`src/rtl/wave_shaper_pkg.sv`:
```
// Shared types and constants for the wave shaper stream block.
package wave_shaper_pkg;

  typedef enum logic [1:0] {ST_IDLE, ST_RUN, ST_DRAIN, ST_DONE} state_t;

  localparam logic [3:0] MODE_PASS = 4'b0001;
  localparam logic [3:0] MODE_TRI  = 4'b0010;
  localparam logic [3:0] MODE_SQR  = 4'b0100;
  localparam logic [3:0] MODE_FM   = 4'b1000;

  // Clamp an integer into [lo, hi].
  function automatic int clamp_int(input int v, input int lo, input int hi);
    if (v < lo) return lo;
    if (v > hi) return hi;
    return v;
  endfunction

endpackage

```
`src/rtl/wave_shaper_stream_fm.sv`:
```
// FM toggle generator: derives a toggle period from each sample and flips
// an output bit whenever the per-run position counter reaches that period.
// bit_o presents the updated bit in the same cycle as the enabling sample.
module fm_toggle_gen
  import wave_shaper_pkg::*;
#(
  parameter int W      = 8,
  parameter int FM_MAX = 20
) (
  input  logic         clk,
  input  logic         rst,
  input  logic         clr,
  input  logic         en,
  input  logic [W-1:0] sample,
  output logic         bit_o
);

  localparam int SW = W + $clog2(FM_MAX) + 1;

  logic [SW-1:0] prod;
  logic [SW-1:0] step;
  logic [SW-1:0] pos_q, pos_d;
  logic          bit_q, bit_d;

  // Step size: large samples give short periods, zero gives FM_MAX.
  always_comb begin
    prod = SW'(sample) * SW'(FM_MAX);
    step = SW'(FM_MAX) - (prod >> W);
  end

  // Position advance and toggle decision for the current sample.
  always_comb begin
    pos_d = pos_q;
    bit_d = bit_q;
    if (en) begin
      if ((pos_q + SW'(1)) >= step) begin
        bit_d = ~bit_q;
        pos_d = '0;
      end else begin
        pos_d = pos_q + SW'(1);
      end
    end
  end

  assign bit_o = bit_d;

  // Position and bit state; cleared at every accepted run start.
  always_ff @(posedge clk or posedge rst) begin
    if (rst) begin
      pos_q <= '0;
      bit_q <= 1'b0;
    end else if (clr) begin
      pos_q <= '0;
      bit_q <= 1'b0;
    end else begin
      pos_q <= pos_d;
      bit_q <= bit_d;
    end
  end

endmodule

```
`src/rtl/wave_shaper_stream.sv`:
```
// Streaming waveform shaper: reads DEPTH samples from a 1-cycle-latency
// source RAM and writes the shaped stream (pass, triangle, square, FM) to a
// destination RAM two cycles later at the same address.
// Optional macro WAVE_SHAPER_HYST_EN adds hysteresis to square mode.
module wave_shaper_stream
  import wave_shaper_pkg::*;
#(
  parameter int W         = 8,
  parameter int DEPTH     = 256,
  parameter int TRI_STEP  = 2,
  parameter int SQ_THRESH = 128,
  parameter int FM_MAX    = 20,
  parameter int HYST      = 8,
  localparam int AW       = $clog2(DEPTH)
) (
  input  logic          clk,
  input  logic          rst,
  input  logic          start_flg,
  input  logic [3:0]    sw,
  output logic          rd_en,
  output logic [AW-1:0] rd_addr,
  input  logic [W-1:0]  rd_data,
  output logic          wr_en,
  output logic [AW-1:0] wr_addr,
  output logic [W-1:0]  wr_data,
  output logic          busy,
  output logic          rdy_flg
);

  localparam int MAXV = (1 << W) - 1;
`ifdef WAVE_SHAPER_HYST_EN
  localparam int HYST_ON = 1;
`else
  localparam int HYST_ON = 0;
`endif
  localparam int HYST_EFF = HYST * HYST_ON;
  localparam int SQ_HI    = clamp_int(SQ_THRESH + HYST_EFF, 0, MAXV);
  localparam int SQ_LO    = clamp_int(SQ_THRESH - HYST_EFF, 0, MAXV);
  localparam logic [AW-1:0] LAST_ADDR = AW'(DEPTH - 1);

  state_t        state_q;
  logic [3:0]    mode_q;
  logic          rd_en_q;
  logic [AW-1:0] rd_addr_q;
  logic          busy_q;
  logic          rdy_q;
  logic          drain_q;

  // Read-data alignment stage (sample arriving from the RAM this cycle).
  logic          v1_q;
  logic [AW-1:0] a1_q;

  // Output register.
  logic          wr_en_q;
  logic [AW-1:0] wr_addr_q;
  logic [W-1:0]  wr_data_q;

  // Per-run shaping state.
  logic [W-1:0]  tri_val_q, tri_val_d;
  logic [W-1:0]  prev_q, prev_d;
  logic          hyst_q, hyst_d;

  logic          start_acc;
  logic [W-1:0]  tri_next;
  logic          hyst_next;
  logic          sq_bit;
  logic          fm_bit;
  logic          fm_en;
  logic [W-1:0]  shaped;
  int            tri_up, tri_dn;

  assign start_acc = (state_q == ST_IDLE) && start_flg;
  assign fm_en     = v1_q && (mode_q == MODE_FM);

  fm_toggle_gen #(
    .W      (W),
    .FM_MAX (FM_MAX)
  ) u_fm (
    .clk    (clk),
    .rst    (rst),
    .clr    (start_acc),
    .en     (fm_en),
    .sample (rd_data),
    .bit_o  (fm_bit)
  );

  // Run sequencing: read address generation, drain, done, status flags.
  always_ff @(posedge clk or posedge rst) begin
    if (rst) begin
      state_q   <= ST_IDLE;
      mode_q    <= '0;
      rd_en_q   <= 1'b0;
      rd_addr_q <= '0;
      busy_q    <= 1'b0;
      rdy_q     <= 1'b0;
      drain_q   <= 1'b0;
    end else begin
      case (state_q)
        ST_IDLE: begin
          if (start_flg) begin
            mode_q    <= sw;
            rdy_q     <= 1'b0;
            busy_q    <= 1'b1;
            rd_en_q   <= 1'b1;
            rd_addr_q <= '0;
            state_q   <= ST_RUN;
          end
        end
        ST_RUN: begin
          if (rd_addr_q == LAST_ADDR) begin
            rd_en_q   <= 1'b0;
            rd_addr_q <= '0;
            drain_q   <= 1'b0;
            state_q   <= ST_DRAIN;
          end else begin
            rd_addr_q <= rd_addr_q + AW'(1);
          end
        end
        ST_DRAIN: begin
          if (drain_q) begin
            busy_q  <= 1'b0;
            rdy_q   <= 1'b1;
            state_q <= ST_DONE;
          end else begin
            drain_q <= 1'b1;
          end
        end
        ST_DONE: begin
          state_q <= ST_IDLE;
        end
        default: begin
          state_q <= ST_IDLE;
        end
      endcase
    end
  end

  // Triangle and square next values for the sample currently on rd_data.
  always_comb begin
    tri_up = int'(tri_val_q) + TRI_STEP;
    tri_dn = int'(tri_val_q) - TRI_STEP;
    if (a1_q == '0) begin
      tri_next = rd_data;
    end else if (rd_data >= prev_q) begin
      tri_next = (tri_up > MAXV) ? '1 : W'(tri_up);
    end else begin
      tri_next = (tri_dn < 0) ? '0 : W'(tri_dn);
    end

    hyst_next = hyst_q;
`ifdef WAVE_SHAPER_HYST_EN
    if (int'(rd_data) >= SQ_HI) begin
      hyst_next = 1'b1;
    end else if (int'(rd_data) < SQ_LO) begin
      hyst_next = 1'b0;
    end
    sq_bit = hyst_next;
`else
    sq_bit = (int'(rd_data) >= SQ_THRESH + HYST_EFF);
`endif
  end

  // Mode select and per-run state update.
  always_comb begin
    shaped    = '0;
    tri_val_d = tri_val_q;
    prev_d    = prev_q;
    hyst_d    = hyst_q;
    case (mode_q)
      MODE_PASS: shaped = rd_data;
      MODE_TRI:  shaped = tri_next;
      MODE_SQR:  shaped = sq_bit ? '1 : '0;
      MODE_FM:   shaped = fm_bit ? '1 : '0;
      default:   shaped = '0;
    endcase
    if (start_acc) begin
      tri_val_d = '0;
      prev_d    = '0;
      hyst_d    = 1'b0;
    end else if (v1_q) begin
      tri_val_d = tri_next;
      prev_d    = rd_data;
      hyst_d    = hyst_next;
    end
  end

  // Read-latency alignment, output register and shaping state.
  always_ff @(posedge clk or posedge rst) begin
    if (rst) begin
      v1_q      <= 1'b0;
      a1_q      <= '0;
      wr_en_q   <= 1'b0;
      wr_addr_q <= '0;
      wr_data_q <= '0;
      tri_val_q <= '0;
      prev_q    <= '0;
      hyst_q    <= 1'b0;
    end else begin
      v1_q      <= rd_en_q;
      a1_q      <= rd_addr_q;
      wr_en_q   <= v1_q;
      wr_addr_q <= v1_q ? a1_q : '0;
      wr_data_q <= v1_q ? shaped : '0;
      tri_val_q <= tri_val_d;
      prev_q    <= prev_d;
      hyst_q    <= hyst_d;
    end
  end

  assign rd_en   = rd_en_q;
  assign rd_addr = rd_addr_q;
  assign wr_en   = wr_en_q;
  assign wr_addr = wr_addr_q;
  assign wr_data = wr_data_q;
  assign busy    = busy_q;
  assign rdy_flg = rdy_q;

endmodule

```
`config.mk`:
```
export PLATFORM = sky130hd
export DESIGN_NAME = wave_shaper_stream
export DESIGN_NICKNAME = d
export VERILOG_FILES = /design/src/rtl/wave_shaper_pkg.sv /design/src/rtl/wave_shaper_stream_fm.sv /design/src/rtl/wave_shaper_stream.sv
export SDC_FILE = /design/constraint.sdc
export NUM_CORES = 1
export LEC_CHECK = 0
export ABC_CLOCK_PERIOD_IN_PS = 3750
export BUFFER_PORTS_ARGS = -buffer_cell sky130_fd_sc_hd__buf_2
export CORE_AREA = 2 2 109 132
export DETAILED_ROUTE_END_ITERATION = 8
export DIE_AREA = 0 0 111 134
export HOLD_SLACK_MARGIN = 0.02
export PLACE_DENSITY_LB_ADDON = 0.05
export SETUP_SLACK_MARGIN = 0.3
export SLEW_MARGIN = 10
export SYNTH_ARGS = -nofsm -noshare
export SYNTH_HDL_FRONTEND = slang
export SYNTH_SLANG_ARGS = --single-unit
export TNS_END_PERCENT = 50
```
`constraint.sdc`:
```
create_clock -name clk -period 3.75 [get_ports clk]
set_input_delay 0.5625 -clock clk [delete_from_list [all_inputs] [get_ports clk]]
set_output_delay 0.5625 -clock clk [all_outputs]
set_load 0.02 [all_outputs]
```
== After elaboration in Yosys (flattened, before gate mapping) ==
Index checks and enable logic that the tools add are counted.
Widths: inputs -> output; s select.

* Bitwise operators: 1
* $mul: 1
* Equality and inequality tests: 11
* Order comparisons: 5
* Muxes and demuxes: 35
* Add/sub/neg operators: 5
* Reduce and logical (&&, ||, !) cells: 15

{| class="wikitable"
|+ Operators by type and width
! operator !! count
|-
| $mux 8 || 14
|-
| $mux 14 || 3
|-
| $pmux 8 s4 || 1
|-
| $pmux 8 s2 || 1
|-
| $add 14x1->14 const B || 1
|-
| $ge 14x14->1 || 1
|-
| $mul 8x3->11 const B || 1
|-
| $reduce_bool 2->1 || 5
|-
| $add 8x2->9 const B || 1
|-
| $gt 9x8->1 const B || 1
|-
| $lt 9x1->1 const B || 1
|-
| $reduce_and 3->1 || 3
|-
| $sub 8x2->9 const B || 1
|-
| $add 8x1->8 const B || 1
|-
| $eq 8x8->1 const B || 1
|-
| $ge 8x8->1 || 1
|-
| $ge 8x8->1 const B || 1
|-
| $logic_not 8->1 || 1
|-
| $mux 1 || 8
|-
| $pmux 1 s2 || 4
|-
| $pmux 2 s4 || 1
|-
| $mux 2 || 3
|-
| $ne 2x2->1 const B || 3
|-
| $reduce_and 2->1 || 3
|-
| other kinds (10) || 12
|}

* Word-level logic and storage cells: 89
* Flip-flop bits (word level): 75
* Bits of input ports: 15

== Logic depth before layout (Yosys ltp) ==
Gate-level depths: netlist of the first run.

* Word-level depth: 8
* Gate-level depth with buffers: 21
* Depth with buffers taken out: 20

== Modules after synthesis ==
From an unflattened synthesis of the first run, not the netlist that was laid out.

* Cells, all modules: 537
* Area total of the unflattened synthesis: 5063.6 µm²

{| class="wikitable"
|+ Modules (own cells, without submodules)
! module !! instances !! cells each !! sequential area each (µm²) !! area each (µm²)
|-
| wave_shaper_stream || 1 || 354 || 1501.4 || 3404.5
|-
| fm_toggle_gen || 1 || 183 || 375.4 || 1659.1
|}

== Worst setup path before layout of the first run ==
Ideal clock, no wire load.

* Path type: input to register
* From: input port rd_data[2]
* To: register u_fm.pos_q[6]
* Cell stages on the path: 20
* Arrival time: 4268 ps
* Setup time: 87 ps
* Setup slack: -604 ps
* Path through: ha_1 ha_1 a41o_1 a21oi_1 inv_1 a21oi_1 xor2_1 ha_1 xnor2_1 ha_1 a211oi_1 o21ai_0 a21oi_1 a21oi_1 o21ai_0 a21boi_1 or4_1 buf_2 or3_1 o211ai_1

* Cells in the longest elaborated chain, start to end: 6

{| class="wikitable"
|+ Ends and longest elaborated chain
! item !! line !! RTL
|-
| start: declaration || wave_shaper_stream.sv:22 || <nowiki>input logic [W-1:0] rd_data,</nowiki>
|-
| $mul 8x3->11 || wave_shaper_stream_fm.sv:27 || <nowiki>prod = SW'(sample) * SW'(FM_MAX);</nowiki>
|-
| $sub 5x5->6 || wave_shaper_stream_fm.sv:28 || <nowiki>step = SW'(FM_MAX) - (prod >> W);</nowiki>
|-
| $ge 14x14->1 || wave_shaper_stream_fm.sv:36 || <nowiki>if ((pos_q + SW'(1)) >= step) begin</nowiki>
|-
| $mux 14 || wave_shaper_stream_fm.sv:36 ||
|-
| $mux 14 || wave_shaper_stream_fm.sv:35 || <nowiki>if (en) begin</nowiki>
|-
| $mux 14 || wave_shaper_stream_fm.sv:52 || <nowiki>end else if (clr) begin</nowiki>
|-
| end signal: assignment || wave_shaper_stream_fm.sv:56 || <nowiki>pos_q <= pos_d;</nowiki>
|-
| end: declaration || wave_shaper_stream_fm.sv:22 || <nowiki>logic [SW-1:0] pos_q, pos_d;</nowiki>
|}

No other way between the ends. The select of a mux whose other input is x is not followed.
A chain may end at the register's enable or synchronous reset.

== Worst setup path after layout of the first run ==
* From: input port rd_data[2]
* To: register u_fm.pos_q[11]

The elaborated chain is that of the path after synthesis.

==> impl_metrics.yaml, run 1 <==
worst_setup_path:
  r2r_cells: 16
  arrival_ns: 4.31
  path_class: "input port to register"
  regToRegEndpoint: "u_fm.pos_q[11]"
  crit_fanout: 8
  cp_data_required_time_ns: 4.03
  crit_end: "u_fm.pos_q[11]"
  r2r_slack_ns: 0.20
  start_kind: "input port"
  end_kind: "register"
  crit_start: "rd_data[2]"
  r2r_start: "u_fm.pos_q[1]"
clocking:
  cts_buffer_depth: 2
  cts_buffers: 9
  insertion_delay_ns: 0.35
  cts_sinks: 75
  cts_tree: "built"
  cts_hold_buf: 0
  cts-htree-levels: 3
  clk_pin_slew_worst_paths_ns: 0.07
  root_buffer: "clkbuf_16"
timing:
  setup_viol: 22
  fin_ws_ns: -0.2807
  period_minus_slack_ns: 4.031
  fin_skew_ns: 0.009662
  hold_violations: 0
  period_share: 1.075
  fmax_mhz: 248.1
  hold_ws_ns: 0.2579
  worst_pin_slew_ns: 0.8517
  rsz0062_at_grt: "yes"
  slew_violations: 0
  slew_headroom: 0.4301
drt:
  wl_per_cell_microns: 16.15
  first_iter_violations: 200
  vias: 4045
  drt-total-wl_microns: 12420
  drt_first_pass_iters: 4
  antenna_left: 0
  drc: 0
  vias_per_cell: 5.260
cells_and_area:
  final_nets: 648
  syn_to_final_growth_pct: 25.98
  diodes: 0
  drive_above_1_share: 0.2408
logic_synthesis:
  synth_warnings: 0
  yosys.area_share.simple: 0.1980
  synth_top_family_by_area: "simple AND/OR/NAND/NOR gates"
  synth_top_area_share: 0.4014
  synth_compound_area_frac: 0.1841
  synth_seq_area_share: 0.4014
  synth_xor_area_frac: 0.03372
  ys_ff_latch: 75
  ys_types: 56
  syn_area_per_cell_sq_um: 8.975
  synth-edff-count: 0
  syn_inst: 521
  yosysTopAreaCell: "dfrtp_1"
  synth_fp_nets: 576
  synth_fa_ha_area_frac: 0.1070
  synth_mux_area_frac: 0.03693
  synth_area_leaders: "dfrtp_1 (40%), ha_1 (11%), o21ai_0 (4.4%), nand2_1 (4.3%), nor2_1 (3.6%)"
  synth_area_sq_um: 4676
  synthFlopType: "dfrtp_1"
  synth-async-reset-ratio: 1.000
floorplanning:
  io-pin-count: 43
  die_height_microns: 134
  core-area_sq_um: 13580
  fp.dieW_microns: 111
  start_util: 0.3442
  design.die.area_sq_um: 14870
  fp-row-count: 47
grt:
  grt_pass1_wl_microns: 20860
  grt_pass1_vias: 4095
  antenna_found_initial: 0
  overflow: 0
  grt.total_usage: 0.1747
  grt_max_degree: 42
power_and_ir_drop:
  p_leak_uw: 0.002834
  vdd_ir_drop_max_uv: 275.4
  power_density_nw_per_um2: 663.9
place:
  pre_cts_ws_ns: -0.7491
  port_buffers: 42
  place_hpwl_microns: 8981
  place_congestion: 0.8061
flow_run:
  maxCapViolCount: 0
outcome:
  outcome: "finished, violations left"
  violations: "setup timing"
hold_path:
  hp-class: "input port to async pin"
==> routing by layer <==
metal  wire length (microns)  share of wire  global-route usage
met1                    5669           0.46              0.2209
met2                    6301           0.51              0.3091
met3                     283          0.023             0.01988
met4                     161          0.013             0.06319
met5                       0              0                   0
==> cell type report <==
cell class / count / area [sq um]
sequential: 75 / 1877
tap: 171 / 214.0
multi-input combinational: 398 / 2874
clock inverter: 6 / 53.80
clock buffer: 10 / 239.0
timing repair buffer: 80 / 523.0
fill: 1343 / 7694
inverter: 29 / 110.1
==> worst max-delay path, stage by stage <==
cell and delay (ns):
buf_6 0.10, ha_4 0.24, ha_4 0.26, a41o_1 0.19, a21oi_2 0.07, buf_4 0.14
a211o_1 0.27, or3b_4 0.48, buf_6 0.16, ha_4 0.23, a21o_1 0.15, a21o_1 0.20
o31ai_2 0.28, a21boi_2 0.11, or4_4 0.43, buf_6 0.16, nor3b_2 0.17, a21o_1 0.09
==> what timing repair did <==
action,CTS,global route
setup buffers,4,1
resized for setup,36,8
pin swaps,12,3
endpoints found under the setup margin,23,23
==> logic make-up (layout without fill, tap and decap cells) <==
family | Yosys count | in the layout
flip-flops | 75 | 75
AO/OA/AOI/OAI | 134 | 134
multiplexers | 17 | 17
XOR/XNOR | 18 | 18
AND/OR/NAND/NOR | 189 | 189
buffers and inverters | 48 | 125
adder cells (fa/ha/maj) | 40 | 40
==> cell usage in the layout, fill, tap and decap left out, types with 5 or more instances in the layout <==
master | synthesis | final
a21o_1 | 7 | 7
a21oi_1 | 31 | 20
a21oi_2 | 0 | 11
a22o_1 | 7 | 7
a22oi_1 | 7 | 7
a31oi_1 | 7 | 6
and2_1 | 11 | 11
buf_2 | 1 | 40
buf_4 | 0 | 34
buf_6 | 0 | 6
clkbuf_16 | 0 | 9
dfrtp_1 | 75 | 75
ha_1 | 40 | 28
ha_4 | 0 | 10
inv_1 | 29 | 28
mux2i_1 | 15 | 15
nand2_1 | 54 | 54
nand2b_1 | 6 | 5
nand3_1 | 16 | 16
nand4_1 | 5 | 5
nor2_1 | 45 | 44
nor2b_1 | 9 | 9
nor3_1 | 11 | 10
o21a_1 | 5 | 5
o21ai_0 | 41 | 29
o21ai_1 | 1 | 9
or2_2 | 5 | 5
or3_1 | 6 | 6
xnor2_1 | 10 | 8
xor2_1 | 8 | 8
==> how the worst min path moves through the flow <==
stage,slack (ns),end,start,depth (start not counted)
floorplan,0.35,wr_en,v1_q,0
global placement,0.39,wr_en,v1_q,0
detailed placement,0.38,wr_en,v1_q,0
CTS,0.27,rdy_flg,rst,2
global route,0.31,rdy_flg,rst,2
finish,0.26,rdy_flg,rst,2
==> per-stage QoR <==
stage	area (sq um)	util	instances	setup TNS, ns	total power (uW)
6_report	5891	0.4336	769	-5.209	3911
5_1_grt	5891	0.4336	769	-8.467	4244
4_1_cts	5854	0.4310	768	-3.435	3924
3_5_place_dp	5385	0.3964	748	-14.08	2972
3_3_place_gp	5385	0.3964	748	-12.27	2954
2_1_floorplan	4791	-	521	-3.041	2443
==> synthesized netlist by cell type, drive strengths merged, types with 10 or more instances <==
library cell,number
ha,40
inv,29
clkbuf,18
nor3,11
o21ai,42
mux2i,15
xnor2,10
and2,12
dfrtp,75
nand3,16
nor2,45
nand2,54
a21oi,31
==> state kept, by name (all words and copies together) (netlist names) <==
name / cells
tri_val_q: 8
rdy_flg: 1
drain_q: 1
a1_q: 8
u_fm.pos_q: 14
rd_addr: 8
u_fm.bit_q: 1
state_q: 2
v1_q: 1
rd_en: 1
mode_q: 4
busy: 1
wr_data: 8
wr_addr: 8
prev_q: 8
wr_en: 1
==> power breakdown <==
group	switching, uW	total (uW)	leakage (uW)	internal [uW]
combinational	1060	1780	0.00172	719
clock	378	857	0.000142	479
sequential	245	1270	0.000968	1030
total	1680	3910	0.00283	2230
Note: power is estimated with default switching activity, not from simulation.
==> run 2: changes to the inputs <==
--- a/config.mk
+++ b/config.mk
@@ -7,14 +7,15 @@
 export LEC_CHECK = 0
 export ABC_CLOCK_PERIOD_IN_PS = 3750
 export BUFFER_PORTS_ARGS = -buffer_cell sky130_fd_sc_hd__buf_2
-export CORE_AREA = 2 2 109 132
+export CORE_AREA = 2 2 113 137
 export DETAILED_ROUTE_END_ITERATION = 8
-export DIE_AREA = 0 0 111 134
+export DIE_AREA = 0 0 115 139
 export HOLD_SLACK_MARGIN = 0.02
 export PLACE_DENSITY_LB_ADDON = 0.05
 export SETUP_SLACK_MARGIN = 0.3
 export SLEW_MARGIN = 10
 export SYNTH_ARGS = -nofsm -noshare
 export SYNTH_HDL_FRONTEND = slang
+export SYNTH_HIERARCHICAL = 1
 export SYNTH_SLANG_ARGS = --single-unit
 export TNS_END_PERCENT = 50
==> run 2 against run 1 <==
Net effect:
- the flow still finishes with violations (setup timing)
- wire length increased by 10%
- global-route usage is 0.34 points higher
- total power up 5.9%
- critical path depth grew 7
- setup slack worse by 0.58 ns
- sequential cell count did not move
- clock power is 10% higher
- sequential share of layout area fell by 3.0 points
- synthesized area rose by 8.3%
- critical endpoint is now wr_data[5]
- highest routed layer is now met5
==> impl_metrics.yaml, run 2 <==
floorplanning:
  die_height_microns: 139
  io-pin-count: 43
  fp-row-count: 49
  start_util: 0.3441
  core-area_sq_um: 14710
  design.die.area_sq_um: 15990
  fp.dieW_microns: 115
timing:
  slew_violations: 0
  hold_violations: 0
  fmax_mhz: 217.0
  rsz0062_at_grt: "yes"
  fin_skew_ns: 0.006356
  setup_viol: 23
  fin_ws_ns: -0.8577
  worst_pin_slew_ns: 0.8416
  period_share: 1.229
  period_minus_slack_ns: 4.608
  slew_headroom: 0.4381
cells_and_area:
  n_fill_cell: 1452
  final_cells: 822
  final_nets: 694
  mostFrequentLayoutCells: "dfrtp_1 (75), buf_4 (71), nand2_1 (43)"
  top_register: "u_fm/pos_q"
  largest_register_ffs: 14
  diodes: 0
  syn_to_final_growth_pct: 28.34
  final_common_cell: "dfrtp_1"
  drive_above_1_share: 0.3028
  multi_input_comb_area_sq_um: 3178
  regArea_sq_um: 1877
logic_synthesis:
  ys_ff_latch: 75
  synthFlopType: "dfrtp_1"
  ys_types: 76
  synth_warnings: 6
  synthTopCellsByCount: "dfrtp_1 (75), nand2_1 (43), nor2_1 (42)"
  synth-async-reset-ratio: 1.000
  synth-edff-count: 0
  syn_inst: 537
  synth_top_area_share: 0.3706
  synth_area_sq_um: 5064
  synth_seq_area_share: 0.3706
  syn_area_per_cell_sq_um: 9.429
  yosysTopAreaCell: "dfrtp_1"
  synth_area_leaders: "dfrtp_1 (37%), ha_1 (9.9%), nand2_1 (3.2%), nor2_1 (3.1%), mux2i_1 (2.6%)"
  yosysMostFrequentCell: "dfrtp_1"
  synth_fp_nets: 592
grt:
  overflow: 0
  grt_pass1_wl_microns: 22480
  grt.total_usage: 0.1782
  grt_pass1_vias: 4382
  grt_max_degree: 42
  antenna_found_initial: 1
place:
  place_congestion: 0.8006
  port_buffers: 42
  dp_cells: 792
  place_hpwl_microns: 10200
  pre_cts_ws_ns: -1.405
drt:
  drt-total-wl_microns: 13690
  antenna_left: 0
  wl_met1_microns: 6034
  top_layer_used: "met5"
  vias: 4369
  drt_first_pass_iters: 4
  wl_per_cell_microns: 16.66
  wl_met3_microns: 339
  vias_per_cell: 5.315
  wl_met2_microns: 6957
  first_iter_violations: 206
  drc: 0
worst_setup_path:
  crit_top_cell: "buf_4"
  regToRegEndpoint: "wr_data[5]"
  critical_path.top_delay_family: "compound AO/OA/AOI/OAI gates"
  crit_fanout: 7
  crit_slowest_cell: "or3b_2"
  r2r_cells: 19
  cp_data_required_time_ns: 3.97
  path_buf_inv: 6
  start_kind: "input port"
  cp.depth: 25
  arrival_ns: 4.83
  crit_start: "rd_data[4]"
  crit_end: "wr_data[5]"
  end_kind: "register"
  crit_path_max_incr_delay_ns: 0.47
  r2r_slack_ns: 0.03
  r2r_start: "u_fm/pos_q[0]"
  path_class: "input port to register"
clocking:
  root_buffer: "clkbuf_16"
  cts_tree: "built"
  cts_buffer_depth: 2
  insertion_delay_ns: 0.35
  cts_sinks: 75
  cts_buffers: 9
  cts_hold_buf: 0
  cts-htree-levels: 3
  clk_pin_slew_worst_paths_ns: 0.07
hold_path:
  hp-class: "input port to async pin"
power_and_ir_drop:
  vdd_ir_drop_max_uv: 313.9
  p_leak_uw: 0.003132
  power_density_nw_per_um2: 637.0
flow_run:
  maxCapViolCount: 0
outcome:
  violations: "setup timing"
  outcome: "finished, violations left"
-- run 2: cell count changes after synthesis, sizes merged, moves of 6 or more --
cell | previous run | this run
o22ai | 0 | 7
a21oi | 31 | 25
o21ai | 42 | 22
nand2b | 6 | 14
o211ai | 3 | 11
and3 | 4 | 15
buf | 1 | 11
nand2 | 54 | 43
a22oi | 7 | 1
a22o | 7 | 13
-- run 2: worst register-to-register path, stage by stage (launching register included) --
cell and delay [ns]:
dfrtp_1 0.36, ha_1 0.23, nand4_1 0.19, nor2_1 0.19, nand3_1 0.11, xnor2_1 0.18, ha_4 0.19, a211oi_4 0.27
or3b_2 0.47, o211ai_1 0.12, a211oi_2 0.07, a221oi_2 0.25, a21oi_2 0.10, xor2_1 0.15, nor2b_4 0.14, a21oi_4 0.16
nor3_4 0.05, buf_6 0.15, a21oi_2 0.11, o32ai_2 0.08
-- run 2: stage by stage --
stage                       util  power (uW)  hold slack [ns]  TNS, ns  area, sq um
after floorplan                -        2579           0.3519   -12.73         5185
after global routing      0.4417        4437           0.3407   -17.20         6499
final                     0.4417        4140           0.2974   -12.63         6499
after global placement    0.4037        3092           0.4304   -22.52         5939
after CTS                 0.4360        4133           0.3173   -13.67         6415
after detailed placement  0.4037        3103           0.4135   -24.63         5939
-- run 2: cell families (layout without fill, tap and decap cells) --
family,Yosys count,in the layout,synth area share
simple gates,184,184,0.1962
buf+inv,55,162,0.04695
mux,17,17,0.03459
fa+ha+maj,41,41,0.1008
xor+xnor,22,22,0.03805
compound gates,143,143,0.2128
flops,75,75,0.3706
-- run 2: worst min path at each step --
| stage | cells after the start | to | start | slack, ns |
|---|---|---|---|---|
| finish | 2 | u_fm/pos_q[13] | rst | 0.30 |
| global placement | 0 | v1_q | rd_en | 0.43 |
| floorplan | 0 | wr_en | v1_q | 0.35 |
| global route | 2 | u_fm/pos_q[13] | rst | 0.34 |
| CTS | 2 | u_fm/pos_q[13] | rst | 0.32 |
| detailed placement | 0 | v1_q | rd_en | 0.41 |
-- run 2: what timing repair did --
| action | CTS | global route |
|---|---|---|
| buffers inserted | 12 | 2 |
| pin swaps | 25 | 11 |
| cloned | 0 | 0 |
| endpoints found under the setup margin | 23 | 23 |
| resized for setup | 15 | 11 |
-- run 2: layout make-up --
type,count,share of cell area
Multi-Input combinational cell,407,0.4890
Sequential cell,75,0.2888
Timing Repair Buffer,116,0.1211
Clock buffer,9,0.03466
Tap cell,178,0.03427
Inverter,30,0.01791
Clock inverter,7,0.01425
-- run 2: per-layer routing --
metal / up-vias / global-route usage
li1: 2179 / -
met1: 2104 / 0.2215
met2: 64 / 0.3019
met3: 20 / 0.03103
met4: 2 / 0.07356
met5: - / 0
-- run 2: where the power goes --
| group | internal, uW | switching (uW) | leakage, uW | total (uW) |
|---|---|---|---|---|
| clock network | 537 | 407 | 0.000157 | 944 |
| registers | 1000 | 257 | 0.000969 | 1260 |
| logic | 823 | 1110 | 0.00201 | 1940 |
